### src/rtl/operand_dispatcher.sv
// Buffers operand pairs in a small FIFO and runs a two-operand compute core one pair at a time.
// It captures each result with its latency and abandons a transaction if the core never signals done.
module operand_dispatcher #(
  parameter int DEPTH   = 4,
  parameter int TIMEOUT = 200,
  parameter int CNT_W   = 8
) (
  input  logic             clk,
  input  logic             rst,
  input  logic             in_valid,
  output logic             in_ready,
  input  logic [15:0]      in_a,
  input  logic [15:0]      in_b,
  output logic [15:0]      core_a,
  output logic [15:0]      core_b,
  output logic             core_start,
  input  logic [15:0]      core_y,
  input  logic             core_done,
  output logic             out_valid,
  input  logic             out_ready,
  output logic [15:0]      out_y,
  output logic [CNT_W-1:0] out_cycles,
  output logic             timeout_err
);

  localparam int PTR_W = $clog2(DEPTH);

  typedef enum logic [1:0] {IDLE, LAUNCH, WAIT} state_t;

  state_t           state_reg;
  logic [31:0]      mem [DEPTH];
  logic [PTR_W-1:0] wr_ptr_reg, rd_ptr_reg;
  logic [PTR_W:0]   count_reg;
  logic [CNT_W-1:0] cnt_reg, cnt_inc;
  logic [15:0]      core_a_reg, core_b_reg, out_y_reg;
  logic [CNT_W-1:0] out_cycles_reg;
  logic             core_start_reg, out_valid_reg, timeout_err_reg;
  logic             full, empty, push, pop, timeout_hit;

  assign full        = (count_reg == (PTR_W+1)'(DEPTH));
  assign empty       = (count_reg == '0);
  assign in_ready    = !full;
  assign push        = in_valid && !full;
  // A launch waits until the previous result has been consumed.
  assign pop         = (state_reg == IDLE) && !empty && !out_valid_reg;
  assign cnt_inc     = (&cnt_reg) ? cnt_reg : cnt_reg + 1'b1;
  assign timeout_hit = (int'(cnt_reg) == TIMEOUT - 1);

  assign core_a      = core_a_reg;
  assign core_b      = core_b_reg;
  assign core_start  = core_start_reg;
  assign out_valid   = out_valid_reg;
  assign out_y       = out_y_reg;
  assign out_cycles  = out_cycles_reg;
  assign timeout_err = timeout_err_reg;

  always_ff @(posedge clk) begin
    if (push) mem[wr_ptr_reg] <= {in_a, in_b};
  end

  always_ff @(posedge clk or negedge rst) begin
    if (!rst) begin
      state_reg       <= IDLE;
      wr_ptr_reg      <= '0;
      rd_ptr_reg      <= '0;
      count_reg       <= '0;
      cnt_reg         <= '0;
      core_a_reg      <= '0;
      core_b_reg      <= '0;
      core_start_reg  <= 1'b0;
      out_valid_reg   <= 1'b0;
      out_y_reg       <= '0;
      out_cycles_reg  <= '0;
      timeout_err_reg <= 1'b0;
    end else begin
      core_start_reg  <= 1'b0;
      timeout_err_reg <= 1'b0;

      if (push) wr_ptr_reg <= wr_ptr_reg + 1'b1;
      if (pop)  rd_ptr_reg <= rd_ptr_reg + 1'b1;
      if (push && !pop)      count_reg <= count_reg + 1'b1;
      else if (!push && pop) count_reg <= count_reg - 1'b1;

      if (out_valid_reg && out_ready) out_valid_reg <= 1'b0;

      case (state_reg)
        IDLE: begin
          if (pop) begin
            {core_a_reg, core_b_reg} <= mem[rd_ptr_reg];
            cnt_reg        <= '0;
            core_start_reg <= 1'b1;
            state_reg      <= LAUNCH;
          end
        end
        LAUNCH: state_reg <= WAIT;
        WAIT: begin
          cnt_reg <= cnt_inc;
          // done takes priority over the watchdog on the same cycle
          if (core_done) begin
            out_y_reg      <= core_y;
            out_cycles_reg <= cnt_inc;
            out_valid_reg  <= 1'b1;
            state_reg      <= IDLE;
          end else if (timeout_hit) begin
            timeout_err_reg <= 1'b1;
            state_reg       <= IDLE;
          end
        end
        default: state_reg <= IDLE;
      endcase
    end
  end

endmodule

### config.mk
export PLATFORM = sky130hd
export DESIGN_NAME = operand_dispatcher
export DESIGN_NICKNAME = d
export VERILOG_FILES = /design/src/rtl/operand_dispatcher.sv
export SDC_FILE = /design/constraint.sdc
export NUM_CORES = 1
export LEC_CHECK = 0
export BUFFER_PORTS_ARGS = -buffer_cell sky130_fd_sc_hd__buf_2
export CAP_MARGIN = 10
export CELL_PAD_IN_SITES_DETAIL_PLACEMENT = 1
export CELL_PAD_IN_SITES_GLOBAL_PLACEMENT = 2
export CORE_ASPECT_RATIO = 0.6
export CORE_MARGIN = 1.5
export CORE_UTILIZATION = 35
export CTS_CLUSTER_SIZE = 16
export DETAILED_ROUTE_END_ITERATION = 6
export GPL_TIMING_DRIVEN = 0
export PLACE_DENSITY_LB_ADDON = 0.25
export SLEW_MARGIN = 15
export SYNTH_ARGS = -nofsm -noshare
export SYNTH_HDL_FRONTEND = slang
export SYNTH_SLANG_ARGS = --single-unit
### constraint.sdc
create_clock -name clk -period 2.9 [get_ports clk]
set_input_delay 0 -clock clk [delete_from_list [all_inputs] [get_ports clk]]
set_output_delay 0 -clock clk [all_outputs]
set_load 0.01 [all_outputs]
# ---- After elaboration in Yosys (flattened, before gate mapping)
# Memories as Yosys holds them, arrays and structs flattened. A register that Yosys moved wholly into a read port is not among the register bits.
# Cells that the tools add are included.
dict set report op_classes {
  mux 19
  n_eq_ne 6
  n_addsub 5
  n_reduce_logical 21
}
# cell count
set ops {}
lappend ops {{two-way mux 8 bit} 2}
lappend ops {{one-hot mux 8 bit (2 select lines)} 1}
lappend ops {{two-way mux 1 bit} 10}
lappend ops {{adder 8 x 1 -> 8 bit (second input constant)} 1}
lappend ops {{equality test 8 x 7 -> 1 bit (second input constant)} 1}
lappend ops {{AND reduction 2 bit} 4}
lappend ops {{AND reduction 8 bit} 1}
lappend ops {{logical AND 1 bit} 6}
lappend ops {{zero test 1 bit} 6}
lappend ops {{two-way mux 2 bit} 3}
lappend ops {{two-way mux 3 bit} 2}
lappend ops {{one-hot mux 2 bit (3 select lines)} 1}
lappend ops {{adder 2 x 1 -> 2 bit (second input constant)} 2}
lappend ops {{nonzero test 2 bit} 2}
lappend ops {{adder 3 x 1 -> 3 bit (second input constant)} 1}
lappend ops {{equality test 3 bit (second input constant)} 1}
lappend ops {{zero test 3 bit} 1}
lappend ops {{inequality test 3 bit (second input constant)} 1}
lappend ops {{subtractor 3 x 1 -> 3 bit (second input constant)} 1}
lappend ops {{equality test 2 x 1 -> 1 bit (second input constant)} 1}
lappend ops {{equality test 2 bit (second input constant)} 1}
lappend ops {{zero test 2 bit} 1}
lappend ops {{inequality test 2 bit (second input constant)} 1}
dict set report totals {
  ram_bits 128
  out_inout_bits 60
  word_cells 62
  reg_bits 44
  n_memories 1
  input_bits 53
}
# name depth word_bits read_ports rd_ports_with_merged_regs wr line_no
set mem_list {}
lappend mem_list {mem 4 32 1 1 1 31} ;# logic [31:0] mem [DEPTH];

# ---- Longest topological paths before layout
dict set report depth {
  depth_word 7
  mapped_depth 10
  mapped_depth_nobuf 9
}

# ---- Worst setup path before layout
# OpenSTA, ideal clock, no wires.
dict set report synth_path {
  path_type {reg-to-reg}
  start {reg count_reg[0]}
  end {reg count_reg[2]}
  n_path_buf 1
  setup_ns 0.079
  arrival_ns 2.105
  path_stages_with_launch 11
  period_less_slack_ns 2.184
  setup_slack_ns 0.716
  t_required_ns 2.821
  cell_sequence {dfrtp_1 nor3_1 nor4_1 inv_1 clkbuf_1 ha_1 inv_1 fa_1 xor2_1 nor2_1 xor2_1}
}
dict set report synth_between {
  elab_chain_cells 7
  elab_cells_between_ends 16
  cone_classes {add/sub (2); eq/ne (1); mux (2); reduce/logical (11)}
}
# element line_no
set synth_lines {}
lappend synth_lines {{start, declared} 33} ;# logic [PTR_W:0] count_reg;
lappend synth_lines {{start signal, assigned} 81} ;# if (push && !pop) count_reg <= count_reg + 1'b1;
lappend synth_lines {{start signal, assigned} 82} ;# else if (!push && pop) count_reg <= count_reg - 1'b1;
lappend synth_lines {{branches (longest 7 deep; another with subtractor 3 x 1 -> 3 bit)} --}
# Several ways; the timed one is not identified. The select of a mux whose other input is x is not followed.
# A chain may end at the register's enable or synchronous reset.

# ---- Final worst setup path
# Same ends and word-level chain as after synthesis.

==> metrics.txt <==
run status finished, final reports clean; DIE HEIGHT 119 microns; CP required 3.31 ns; Hold Crit Class in -> async; unrepaired setup endpoints after global routing false; GRT overflow 0; final hold vios 0; critical-path maximum fanout 12; H-tree levels 1; Seq/Total Area, Yosys 0.737; Worst Setup EP count_reg[2]; via-per-instance ratio 4.75; num rows 42; largest net degree at the start of global routing 42; setup TNS 0 ns; Clk pin slew, worst setup/hold paths 0.06 ns; R2R depth 9; Min Clock Period, post-route 2.55 ns; gp weighted congestion 0.754; final period utilization 0.878; area delta synth->final 29.1%; Post-CTS Repair Setup Buffers 0; #FFs+latches synth 204; PwrDens 1040 nW/um^2; number of synthesized flops with an enable pin 128; switching portion of total power 0.316; nets 723; die area 23200 sq um; CP Launch Type flip-flop; Worst setup startpoint count_reg[0]; Fmax achieved 393 MHz; initial drt markers 171; Clock Latency Late Sink 0.49 ns; Total GRT Usage 0.158; synth unique cells 36; sequential share of power 0.413; fraction of layout cells with a size suffix above 1 0.323; top cell type's share of synthesized area 0.493; LEAKAGE 4.10 nW; Synth area leader edfxtp_1; CTS tree done; DR pass1 iterations 4; CP endpoint kind flip-flop; Post-DRT Antenna Nets 0; post-synthesis cell area 7790 sq um; reg2reg start count_reg[0]; Pint 0.00714 W; CTS Sinks 204; critical setup path kind reg -> reg; I/O pin total 113; WL final 17700 microns; DRC Markers 0; Synth area leaders edfxtp_1 49%, dfrtp_1 24%, mux4_2 9.2%, nand2_1 5.5%, mux2_2 2.6%; Synth Instances 472; Worst Skew 0.00957 ns; Top FF cell, synth edfxtp_1; Sw Pwr 0.00330 W; reg-to-reg slack, setup 0.35 ns; DP HPWL 11300 microns; hold_ws 0.0257 ns; Worst-Margin Slew 0.567 ns; Pwr Total 0.0104 W; max_slew headroom 0.622; max reg flops 128; # setup viols final 0; Cell Area, Placed 8830 sq um; max-cap violations 0; fin util 0.458; cts bufs inserted 21; Starting Density 0.355; Worst VDD drop 0.460 mV; Post-synth ARST share 0.373; Die X 196 microns; Slew Limit Fails 0; Port Buffers 112; CTS Buffer Depth 3; total core area 22000 sq um; first-pass GRT wire length 28000 microns; part of the power in combinational logic 0.315; Clk pwr share 0.272; vias in the first global route 4983; Syn Area/Cell 16.5 sq um; yosys warns 0; Root Buffer clkbuf_16; wire per inst 18.3 microns; final instance area 10100 sq um; reg-to-reg critical path endpoint count_reg[2]; Top reg by flops mem; antenna violations before repair 1; syn nets 532; Worst EP arrival 2.96 ns; routed via count 4575
==> worst min-delay path by stage <==
stage	depth (start not counted)	slack [ns]	to
3_5_place_dp	1	0.006	timeout_err
3_3_place_gp	2	0.19	out_valid
6_report	2	0.03	out_valid
5_1_grt	2	0.06	out_valid
2_1_floorplan	0	-0.30	cnt_reg[0]
4_1_cts	2	0.02	out_valid
==> routing by layer <==
layer | track usage | vias to the layer above | wire (microns)
met5 | 0 | - | 0
met4 | 0.0361 | 0 | 314
met3 | 0.0328 | 30 | 699
met2 | 0.252 | 80 | 8210
met1 | 0.222 | 2350 | 8430
li1 | - | 2115 | -
==> final cells by class <==
| class | instances | area, sq um |
|---|---|---|
| Inverter | 6 | 22.5 |
| Multi-Input combinational cell | 242 | 1930 |
| Sequential cell | 204 | 5750 |
| Clock buffer | 28 | 572 |
| Clock inverter | 9 | 145 |
| Buffer | 19 | 98.8 |
| Timing Repair Buffer | 169 | 1190 |
| Tap cell | 286 | 358 |
| Antenna cell | 1 | 2.50 |
| Fill cell | 2203 | 11900 |
==> cells in the final DEF, fill, tap and decap left out, types with 2 or more instances in the layout <==
master	count
a21oi_1	6
nor3_1	3
nor2_1	11
edfxtp_1	128
and3_1	3
nand3_1	2
nand2_1	115
clkinv_2	2
and3_2	4
ha_1	6
buf_12	4
buf_2	123
mux2i_1	6
clkinv_1	2
dfrtp_1	76
o21ai_0	7
clkbuf_16	21
bufinv_16	4
mux4_2	32
xor2_1	4
clkbuf_8	2
mux2_2	18
a311oi_1	2
xnor2_1	5
nor4_1	2
o31ai_1	2
nand2b_1	2
buf_4	4
clkbuf_1	8
dlygate4sd3_1	52
inv_1	6
==> repair_timing <==
| item | CTS | global route |
|---|---|---|
| hold buffers | 52 | 0 |
| hold endpoints to repair | 226 | 0 |
| resized for setup | 0 | 0 |
| setup endpoints to repair | 0 | 2 |
==> cell usage after synthesis, drive strengths merged, types with 2 or more instances <==
cell / number
mux2i: 6
nand2: 115
a21oi: 6
buf: 15
a311oi: 2
xnor2: 5
clkbuf: 5
o21ai: 7
and3: 7
nor4: 2
mux4: 32
xor2: 4
ha: 6
nor2: 11
o31ai: 2
nand2b: 2
nand3: 3
mux2: 18
edfxtp: 128
dfrtp: 76
inv: 6
nor3: 4
==> logic make-up after synthesis <==
| group | synth area share |
|---|---|
| buffers and inverters | 0.0161 |
| AND/OR/NAND/NOR | 0.0806 |
| multiplexers | 0.126 |
| XOR/XNOR | 0.0101 |
| flip-flops | 0.737 |
| adder cells (fa/ha/maj) | 0.0122 |
| AO/OA/AOI/OAI | 0.0178 |
==> critical path: stages, from the launching register on <==
cell     delay [ns]
dfrtp_1        0.45
nor3_1         0.31
nor4_1         0.13
inv_1          0.44
ha_1           0.28
inv_1          0.06
fa_1           0.37
xor2_1         0.17
nor2_1         0.11
xor2_1         0.15
==> through the flow <==
step           setup WS, ns  instances
5_1_grt               0.125        964
3_3_place_gp          0.190        870
6_report              0.355        964
4_1_cts              0.0687        964
2_1_floorplan         0.716        472
3_5_place_dp         0.0757        875
==> power groups by stage <==
| stage | clock network [W] | registers [W] | logic (W) |
|---|---|---|---|
| final | 0.00284 | 0.00432 | 0.00329 |
| after global routing | 0.00302 | 0.00442 | 0.00366 |
| after CTS | 0.00293 | 0.00433 | 0.00339 |
| after detailed placement | 0 | 0.00438 | 0.00332 |
| after global placement | 0 | 0.00435 | 0.00315 |
| after floorplan | 0 | 0.00450 | 0.00190 |
No activity file was read; power rests on OpenSTA's default activity.
